## config.mk

```make
export PLATFORM = sky130hd
export DESIGN_NAME = train_stop_sequencer
export DESIGN_NICKNAME = d
export VERILOG_FILES = /design/src/rtl/train_stop_sequencer.sv
export SDC_FILE = /design/constraint.sdc
export NUM_CORES = 1
export LEC_CHECK = 0
export CAP_MARGIN = 20
export CORE_MARGIN = 2
export CORE_UTILIZATION = 44
export DETAILED_ROUTE_END_ITERATION = 6
export PLACE_DENSITY = 0.78
export SLEW_MARGIN = 15
export SYNTH_ARGS = -nofsm -noshare
export SYNTH_HDL_FRONTEND = slang
export SYNTH_SLANG_ARGS = --single-unit
```

## constraint.sdc

```tcl
create_clock -name clk -period 2.05 [get_ports clk]
set_input_delay 0.205 -clock clk [delete_from_list [all_inputs] [get_ports clk]]
set_output_delay 0.205 -clock clk [all_outputs]
set_load 0.05 [all_outputs]
```

## src/rtl/train_stop_sequencer.sv

```systemverilog
// Station-stop sequencer: run, brake, door dwell, door close, idle; emergency overrides all.
// Moore FSM with every output registered and decoded from the next-state value.
module train_stop_sequencer #(
   parameter logic [12:0] BRAKE_T = 13'd100,
   parameter logic [12:0] DWELL_T = 13'd500,
   parameter logic [12:0] CLOSE_T = 13'd50
) (
   input  logic        clk,
   input  logic        rst_n,
   input  logic        go_i,
   input  logic        at_station_i,
   input  logic        door_clear_i,
   input  logic        emergency_i,
   input  logic        timer_done_i,
   output logic [12:0] timer_t_o,
   output logic        timer_load_o,
   output logic        motor_en_o,
   output logic        brake_o,
   output logic        door_open_o,
   output logic [2:0]  state_o,
   output logic [3:0]  reopen_cnt_o
);

   typedef enum logic [2:0] {
      S_IDLE  = 3'd0,
      S_RUN   = 3'd1,
      S_BRAKE = 3'd2,
      S_OPEN  = 3'd3,
      S_CLOSE = 3'd4,
      S_ESTOP = 3'd5
   } state_e;

   state_e      state_q, state_d;
   logic        at_q;
   logic        load_q, load_d;
   logic        post_q;
   logic [12:0] timer_t_q, timer_t_d;
   logic        motor_q, motor_d;
   logic        brake_q, brake_d;
   logic        door_q, door_d;
   logic [3:0]  reopen_q, reopen_d;
   logic        expired;
   logic        at_rise;
   logic        timed_d;

   // The timer still shows its previous expiry during the load cycle and the one after.
   assign expired = timer_done_i & ~load_q & ~post_q;
   assign at_rise = at_station_i & ~at_q;

   always_comb begin
      state_d  = state_q;
      reopen_d = reopen_q;
      if (emergency_i) begin
         state_d = S_ESTOP;
      end else begin
         case (state_q)
            S_ESTOP: state_d = S_IDLE;
            S_IDLE:  if (go_i) state_d = S_RUN;
            S_RUN:   if (at_rise) state_d = S_BRAKE;
            S_BRAKE: if (expired) state_d = S_OPEN;
            S_OPEN:  if (expired) state_d = S_CLOSE;
            S_CLOSE: begin
               if (!door_clear_i) begin
                  state_d = S_OPEN;
                  if (reopen_q != 4'd15) reopen_d = reopen_q + 4'd1;
               end else if (expired) begin
                  state_d = S_IDLE;
               end
            end
            default: state_d = S_IDLE;
         endcase
      end
      if (state_d == S_RUN && state_q != S_RUN) reopen_d = '0;
   end

   always_comb begin
      motor_d   = 1'b0;
      brake_d   = 1'b1;
      door_d    = 1'b0;
      timer_t_d = '0;
      timed_d   = 1'b0;
      case (state_d)
         S_RUN: begin
            motor_d = 1'b1;
            brake_d = 1'b0;
         end
         S_BRAKE: begin
            timer_t_d = BRAKE_T;
            timed_d   = 1'b1;
         end
         S_OPEN: begin
            timer_t_d = DWELL_T;
            door_d    = 1'b1;
            timed_d   = 1'b1;
         end
         S_CLOSE: begin
            timer_t_d = CLOSE_T;
            timed_d   = 1'b1;
         end
         default: ;
      endcase
      load_d = timed_d && (state_d != state_q);
   end

   always_ff @(posedge clk or negedge rst_n) begin
      if (!rst_n) begin
         state_q   <= S_IDLE;
         at_q      <= 1'b1;
         load_q    <= 1'b0;
         post_q    <= 1'b0;
         timer_t_q <= '0;
         motor_q   <= 1'b0;
         brake_q   <= 1'b1;
         door_q    <= 1'b0;
         reopen_q  <= '0;
      end else begin
         state_q   <= state_d;
         at_q      <= at_station_i;
         load_q    <= load_d;
         post_q    <= load_q;
         timer_t_q <= timer_t_d;
         motor_q   <= motor_d;
         brake_q   <= brake_d;
         door_q    <= door_d;
         reopen_q  <= reopen_d;
      end
   end

   assign state_o      = state_q;
   assign timer_t_o    = timer_t_q;
   assign timer_load_o = load_q;
   assign motor_en_o   = motor_q;
   assign brake_o      = brake_q;
   assign door_open_o  = door_q;
   assign reopen_cnt_o = reopen_q;

endmodule

```

==> metrics, run 1 <==
IO Port Bufs 24; DP HPWL 1465 um; most common cell in the netlist dfrtp_1; Yosys Warn Count 0; Initial Util 46.36%; Hold Path Class in2async; Routed Antenna Nets 0; status completed; Global Route Usage Sum 17.32%; Die Area 2447 um^2; DR iter-0 viols 15; post-place setup slack -0.06872 ns; clock transition at the registers of the reported paths 0.10 ns; CP Launch Type register; unrepaired setup endpoints after global routing false; layout cell share with drive strength beyond 1 21.43%; Sw Share 37.27%; proportion of power drawn by the clock network 20.1%; Synth Flop Type dfrtp_1; total power 0.0008600 W; Synth Area per Inst 10.83 um^2; final setup vio count 0; Gate power share 35.1%; Filler Cells Inserted 177; Clock Latency Late Sink 0.28 ns; max-slew violations 0; Sw Pwr 0.0003205 W; CP Cell Sequence or4b_4, a311oi_4, nand4_1, xor2_1, nor2_2; root buf cell clkbuf_4; P&R area growth vs syn 31.50%; worst slew pin tran 0.7528 ns; via count 695; vias per cell 5.000; Slew Limit Headroom 49.66%; Worst setup EP type register; Layout Nets 121; fin area 1196 um^2; CTS tree built; Final GP Congestion 0.9036; complex-gate fraction of the synthesized area 11.97%; Area after DPL 1169 um^2; Post-CTS Setup Inserts 0; sequential power share 44.8%; drt total wl 1890 um; mapped cell area 909.6 um^2; EDFF count, synth 0; Crit path arrival time 2.08 ns; WP data required 2.22 ns; Reg2Reg Depth 5; Lkg Pwr 0.5536 nW; mux share of post-synthesis cell area 2.201%; synth unique cells 36; Seq/Total Area, Yosys 47.04%; Simple-Gate Fraction of Synth Area 21.18%; Layout Skew 0.002975 ns; I/O pin cnt 31; # hold bufs at CTS 0; total CTS buffers 3; core area 1962 um^2; worst-path maximum fanout 6; synth top area cells dfrtp_1 41%, buf_4 7.4%, dfstp_2 5.8%; first-pass GRT wire length 3291 um; maximum vdd ir drop 478.3 uV; Chip Height 49.47 um; Internal Power 0.0005394 W; chip width 49.47 um; main combinational cell family by area after synthesis simple AND/OR/NAND/NOR gates; Ant. Diodes 0; Site Rows 16; drc violations 0; DRT Pass-1 Iters 4; Slowest cell on crit path or4b_4; Post-synth top cells 15 x dfrtp_1, 9 x buf_4, 8 x inv_1, 6 x nor2_1, 4 x a21oi_1; f_max 524.3 MHz; Gate Count Post-Synth 84; endpoints failing hold 0; Post-synth ARST share 100.0%; Layout Cells excl Fill 139; GRT Residual Overflow 0; number of global-route vias before repair 734; CTS max path bufs 2; CTS sink cnt 17; post_cts resized 0; Synth Area in XOR/XNOR 2.889%; CP peak stage delay 0.56 ns; Placed Instances 135; post-route setup slack 0.1428 ns; worst r2r src state_o[0]; kind of critical path reg2reg; Multi-input gate area 382.9 um^2; max cap viols 0; pwr/cell area 719.0 nW/um^2; register area 429.2 um^2; htree depth 1; Synth area leader dfrtp_1; Routed wire per std cell 13.60 um; Synth Register Bits 17; adder-cell share of the synthesized area 1.376%; Min Clock Period, post-route 1.907 ns; largest net degree at the start of global routing 18; FF-to-FF setup slack 0.14 ns; area fraction of the dominant cell type after synthesis 41.27%; initial antenna violation count 0; fin crit share 93.03%; Critical R2R Capture reopen_cnt_o[3]
[worst max-delay path by stage]
stage                 start               to  slack (ns)
2_1_floorplan    state_o[0]  reopen_cnt_o[3]        0.05
3_3_place_gp   door_clear_i  reopen_cnt_o[3]       -0.03
3_5_place_dp   door_clear_i  reopen_cnt_o[3]       -0.07
4_1_cts          state_o[0]       state_o[0]        0.15
5_1_grt          state_o[0]  reopen_cnt_o[3]        0.03
6_report         state_o[0]  reopen_cnt_o[3]        0.14
[state kept, by name, summed over array words and instances (netlist names)]
| name | flops |
|---|---|
| at_q | 1 |
| motor_en_o | 1 |
| timer_t_o | 4 |
| door_open_o | 1 |
| post_q | 1 |
| brake_o | 1 |
| reopen_cnt_o | 4 |
| state_o | 3 |
| timer_load_o | 1 |
[area by class of cell]
cell class | instances | share of cell area [%]
Sequential cell | 17 | 35.88
Timing Repair Buffer | 31 | 24.48
Clock inverter | 1 | 0.4184
Multi-Input combinational cell | 52 | 32.01
Clock buffer | 3 | 1.883
Inverter | 8 | 2.510
Tap cell | 27 | 2.824
[stage by stage]
stage	hold WS [ns]	setup TNS [ns]	util [%]
5_1_grt	0.3734	0	60.97
3_5_place_dp	0.4083	-0.1683	59.57
2_1_floorplan	-0.09059	0	-
3_3_place_gp	0.4049	-0.03210	59.57
6_report	0.3541	0	60.97
4_1_cts	0.3632	0	60.97
[logic make-up after synthesis]
kind of cell             Yosys count
AND/OR/NAND/NOR                   27
multiplexers                       2
XOR/XNOR                           3
adder cells (fa/ha/maj)            1
buffers and inverters             20
AO/OA/AOI/OAI                     13
flip-flops                        17
other                              1
[per-layer routing]
layer | routed length [um] | vias to the layer above | track usage (%)
li1 | - | 330 | -
met1 | 818 | 347 | 21.96
met2 | 987 | 16 | 30.18
met3 | 77 | 2 | 2.121
met4 | 6 | 0 | 6.481
met5 | 0 | - | 0
[cell usage in the layout, fill, tap and decap left out]
master	synthesis	final
clkdlybuf4s50_1	0	24
dfrtp_1	15	14
inv_1	8	8
buf_4	9	7
nor2_1	6	6
conb_1	1	6
a21oi_1	4	4
nand2_1	3	3
clkbuf_4	0	3
nand3b_1	2	2
or2_2	2	2
o21ai_2	2	2
nand2b_1	2	2
mux2i_1	2	2
nor3_1	2	2
o31ai_1	2	2
xor2_1	2	2
dfstp_2	2	2
nor3b_2	1	1
nor3b_1	1	1
a32o_1	1	1
or4b_4	1	1
nor3_2	1	1
or4bb_1	1	1
nand4bb_1	1	1
o21ai_0	1	1
a311oi_1	1	1
and3b_1	1	1
o22ai_1	1	1
nor4_4	1	1
a311oi_4	1	1
xnor2_1	1	1
nand4_1	1	1
nor2_2	1	1
ha_1	1	1
clkinv_2	0	1
dfrtp_2	0	1
[worst max-delay path: cells and delay by family, from the launching register on]
family	cells	cell delay, ns
xor+xnor	1	0.21
simple gates	3	0.77
compound gates	1	0.38
flops	1	0.44
[power groups by stage]
stage | Clock (W) | Combinational [W] | Sequential (W)
4_1_cts | 0.000179 | 0.000304 | 0.000386
3_3_place_gp | 0 | 0.000297 | 0.000390
6_report | 0.000173 | 0.000301 | 0.000385
2_1_floorplan | 0 | 0.000130 | 0.000474
5_1_grt | 0.000193 | 0.000321 | 0.000390
3_5_place_dp | 0 | 0.000302 | 0.000392
No activity file was read; power rests on OpenSTA's default activity.
==> inputs of run 2 (changes only) <==
--- a/config.mk
+++ b/config.mk
@@ -5,11 +5,13 @@
 export SDC_FILE = /design/constraint.sdc
 export NUM_CORES = 1
 export LEC_CHECK = 0
+export ABC_CLOCK_PERIOD_IN_PS = 2050
 export CAP_MARGIN = 20
 export CORE_MARGIN = 2
 export CORE_UTILIZATION = 44
 export DETAILED_ROUTE_END_ITERATION = 6
 export PLACE_DENSITY = 0.78
+export REMOVE_ABC_BUFFERS = 1
 export SLEW_MARGIN = 15
 export SYNTH_ARGS = -nofsm -noshare
 export SYNTH_HDL_FRONTEND = slang
==> constraint.sdc (replaced) <==
create_clock -name clk -period 2.05 [get_ports clk]
set_input_delay 0.205 -clock clk [delete_from_list [all_inputs] [get_ports clk]]
set_output_delay 0.205 -clock clk [all_outputs]
set_load 0.02 [all_outputs]
==> run 2 against run 1 <==
Sequential power hardly changed; core utilization is 0.32 points higher; register-to-register slack better by 0.03 ns; clock power hardly changed; sequential cell count stayed put; total power is 8.9% lower; largest power group unchanged.
==> metrics, run 2 (synthesis results as in run 1) <==
status completed; Site Rows 16; drc violations 0; DP HPWL 1384 um; unrepaired setup endpoints after global routing false; most frequent cells in the layout 24 x clkdlybuf4s50_1, 15 x dfrtp_1, 8 x inv_1, 8 x buf_4; htree depth 1; Post-CTS Setup Inserts 0; post_cts resized 0; Final GP Congestion 0.7775; # hold bufs at CTS 0; Reg2Reg Depth 6; vias per cell 4.957; Worst Hold Slack 0.3552 ns; clock transition at the registers of the reported paths 0.10 ns; chip width 49.47 um; IO Port Bufs 24; fin util 61.29%; core area 1962 um^2; Layout Nets 122; Global Route Usage Sum 16.36%; Lkg Pwr 0.5599 nW; worst-path maximum fanout 9; CP peak stage delay 0.42 ns; layout cell share with drive strength beyond 1 21.24%; worst r2r src state_o[0]; DRT Pass-1 Iters 4; Min Clock Period, post-route 1.880 ns; Hold Path Class in2async; pwr/cell area 651.4 nW/um^2; CTS sink cnt 17; Routed wire per std cell 12.80 um; CTS tree built; Crit path arrival time 2.09 ns; CP Cell Sequence buf_4, or2_2, a32o_1, nor3_2, nand2_1, o22ai_1; root buf cell clkbuf_4; endpoints failing hold 0; max-slew violations 0; first-pass GRT wire length 3111 um; FF-to-FF setup slack 0.17 ns; Layout Skew 0.003586 ns; crit path buf inv count 1; Clock Latency Late Sink 0.28 ns; Routed Antenna Nets 0; Ant. Diodes 0; most common cell after layout, fill and taps aside clkdlybuf4s50_1; Critical R2R Capture timer_load_o; Die Area 2447 um^2; maximum vdd ir drop 567.4 uV; drt total wl 1792 um; TNS Setup 0 ns; Worst setup EP type register; number of global-route vias before repair 683; CP Launch Type register; worst slew pin tran 0.7452 ns; Initial Util 46.36%; largest net degree at the start of global routing 18; Filler Cells Inserted 193; final setup vio count 0; Chip Height 49.47 um; fin crit share 91.73%; I/O pin cnt 31; via count 694; max cap viols 0; GRT Residual Overflow 0; kind of critical path reg2reg; Slowest cell on crit path dfrtp_1; total CTS buffers 3; initial antenna violation count 0; Slew Limit Headroom 50.17%; CTS max path bufs 2; Layout Cells excl Fill 140; f_max 531.8 MHz; P&R area growth vs syn 32.19%; CP delay by family, top simple AND/OR/NAND/NOR gates; WP data required 2.26 ns; DR iter-0 viols 15; Placed Instances 136
-- run 2: per-layer routing --
metal	routed length, um	track usage [%]
met3	85	2.424
met4	13	7.407
met1	744	20.47
met2	949	27.93
met5	0	0
-- run 2: final cells by class --
| cell class | instances | area, um^2 | share of cell area, % |
|---|---|---|---|
| clock inverters | 1 | 5.005 | 0.4162 |
| inverters | 8 | 30.03 | 2.497 |
| well taps | 27 | 33.78 | 2.810 |
| flip-flops and latches | 17 | 427.9 | 35.59 |
| repair buffers | 32 | 300.3 | 24.97 |
| clock buffers | 3 | 22.52 | 1.873 |
| multi-input cells | 52 | 382.9 | 31.84 |
-- run 2: worst max-delay path by stage --
stage	endpoint	startpoint	slack [ns]	cells past startpoint
after CTS	reopen_cnt_o[2]	state_o[1]	0.17	7
after detailed placement	reopen_cnt_o[2]	door_clear_i	-0.02	6
final	timer_load_o	state_o[0]	0.17	6
after global routing	reopen_cnt_o[2]	state_o[1]	0.08	7
after global placement	reopen_cnt_o[1]	door_clear_i	0.01	6
after floorplan	reopen_cnt_o[3]	state_o[0]	0.13	5
-- run 2: power by group --
part	internal [W]	switching [W]
registers	0.000363	0.0000221
logic	0.000106	0.000121
clock network	0.0000723	0.0000996
total	0.000541	0.000242
-- run 2: per-stage QoR --
stage                     cell area [um^2]  setup WS (ns)  total power (W)
final                                 1202         0.1696        0.0007832
after global routing                  1202        0.07585        0.0008343
after CTS                             1202         0.1740        0.0007976
after detailed placement              1175       -0.02146        0.0006190
after global placement                1175        0.01251        0.0006128
after floorplan                      840.8         0.1322        0.0005111
==> inputs of run 3 (changes only) <==
==> constraint.sdc (replaced) <==
create_clock -name clk -period 2.05 [get_ports clk]
set_input_delay 0.41 -clock clk [delete_from_list [all_inputs] [get_ports clk]]
set_output_delay 0.41 -clock clk [all_outputs]
set_load 0.02 [all_outputs]
==> run 3 against run 2 <==
Final area rose by 7.0%; sequential cell count did not move; critical path depth did not move; cell count rose by 7.1%; combinational power rose by 8%; critical endpoint is now reopen_cnt_o[3].
==> metrics, run 3 (synthesis results as in run 1) <==
status completed; drc violations 0; maximum vdd ir drop 662.3 uV; max-slew violations 0; TNS Setup 0 ns; core area 1962 um^2; Global Route Usage Sum 19.35%; Slowest cell on crit path or4b_4; DP HPWL 1499 um; FF-to-FF setup slack 0.12 ns; Site Rows 16; worst-path maximum fanout 2; via count 725; Layout Skew 0.001653 ns; post-route setup slack 0.07501 ns; CP Launch Type input port; DRT Pass-1 Iters 4; CTS max path bufs 2; post-place setup slack -0.2694 ns; largest net degree at the start of global routing 18; IO Port Bufs 24; root buf cell clkbuf_4; worst r2r src state_o[0]; pwr/cell area 631.8 nW/um^2; Reg2Reg Depth 5; Layout Nets 132; Hold Path Class reg2reg; Crit path arrival time 2.15 ns; hold path cells 0; number of global-route vias before repair 751; vias per cell 4.833; Initial Util 46.36%; most common cell after layout, fill and taps aside clkdlybuf4s50_1; Hold Crit Start timer_load_o; f_max 506.3 MHz; Lkg Pwr 0.6077 nW; Worst Hold Slack 0.4260 ns; GRT Residual Overflow 0; layout cell share with drive strength beyond 1 29.27%; chip width 49.47 um; Ant. Diodes 0; total CTS buffers 3; unrepaired setup endpoints after global routing false; Routed Antenna Nets 0; CP Cell Sequence clkdlybuf4s50_1, or4b_4, a311oi_4, nand4_1, xor2_2, nor2_2; most frequent cells in the layout 24 x clkdlybuf4s50_1, 18 x buf_4, 14 x dfrtp_1, 8 x inv_1; fin crit share 96.34%; Worst Hold Endpoint post_q; first-pass GRT wire length 3601 um; kind of critical path in2reg; final setup vio count 0; CP peak stage delay 0.57 ns; WP data required 2.22 ns; Filler Cells Inserted 165; Die Area 2447 um^2; CTS tree built; Worst setup EP type register; I/O pin cnt 31; CTS sink cnt 17; Final GP Congestion 0.7947; endpoints failing hold 0; fin util 65.56%; max cap viols 0; Chip Height 49.47 um; drt total wl 2026 um; total power 0.0008126 W; P&R area growth vs syn 41.40%; clock transition at the registers of the reported paths 0.10 ns; Min Clock Period, post-route 1.975 ns; htree depth 1; Routed wire per std cell 13.51 um; DR iter-0 viols 7; Critical R2R Capture reopen_cnt_o[3]; Clock Latency Late Sink 0.29 ns; initial antenna violation count 0
==> run 3: cell types whose count changed in the layout (fill, tap and decap cells not counted), sizes merged <==
cell,before,now
buf,8,18
==> run 3: power breakdown <==
part	internal [W]	switching [W]	total, W
logic	0.000121	0.000123	0.000244
registers	0.000363	0.0000256	0.000389
clock network	0.0000724	0.000107	0.000180
total	0.000556	0.000256	0.000813
==> run 3: metrics by stage <==
stage	cells	instance area, um^2
after CTS	150	1285
after global placement	145	1242
after detailed placement	145	1242
after global routing	150	1286
final	150	1286
after floorplan	77	840.8
==> run 3: what timing repair did <==
action	CTS	global route
buffers inserted	1	0
endpoints found under the hold margin	0	0
endpoints found under the setup margin	1	1
gates resized for setup	1	1
pin swaps	3	0
gates cloned	0	0
hold buffers	0	0
==> run 3: metal layers <==
metal	vias up	part of all wire (%)	track usage, %
li1	350	-	-
met1	353	43	23.66
met2	20	52	33.78
met3	2	3.4	3.939
met4	0	1.2	6.944
met5	-	0	0
==> run 3: layout make-up <==
| type | instances | area, um^2 | area share [%] |
|---|---|---|---|
| flip-flops and latches | 17 | 429.2 | 33.37 |
| multi-input cells | 52 | 390.4 | 30.35 |
| repair buffers | 42 | 375.4 | 29.18 |
| well taps | 27 | 33.78 | 2.626 |
| inverters | 8 | 30.03 | 2.335 |
| clock buffers | 3 | 22.52 | 1.751 |
| clock inverters | 1 | 5.005 | 0.3891 |
==> run 3: how the worst max path moves through the flow <==
stage                             from               to  slack, ns
final                     door_clear_i  reopen_cnt_o[3]       0.08
after global routing      door_clear_i  reopen_cnt_o[3]       0.01
after CTS                   state_o[1]       state_o[1]       0.05
after detailed placement  door_clear_i  reopen_cnt_o[3]      -0.27
after global placement    door_clear_i  reopen_cnt_o[3]      -0.19
after floorplan             state_o[0]  reopen_cnt_o[3]       0.13
==> run 3: worst max-delay path: cells and delay by family <==
family | cells | cell delay (ns)
simple gates | 3 | 0.84
buf+inv | 1 | 0.42
compound gates | 1 | 0.24
xor+xnor | 1 | 0.24
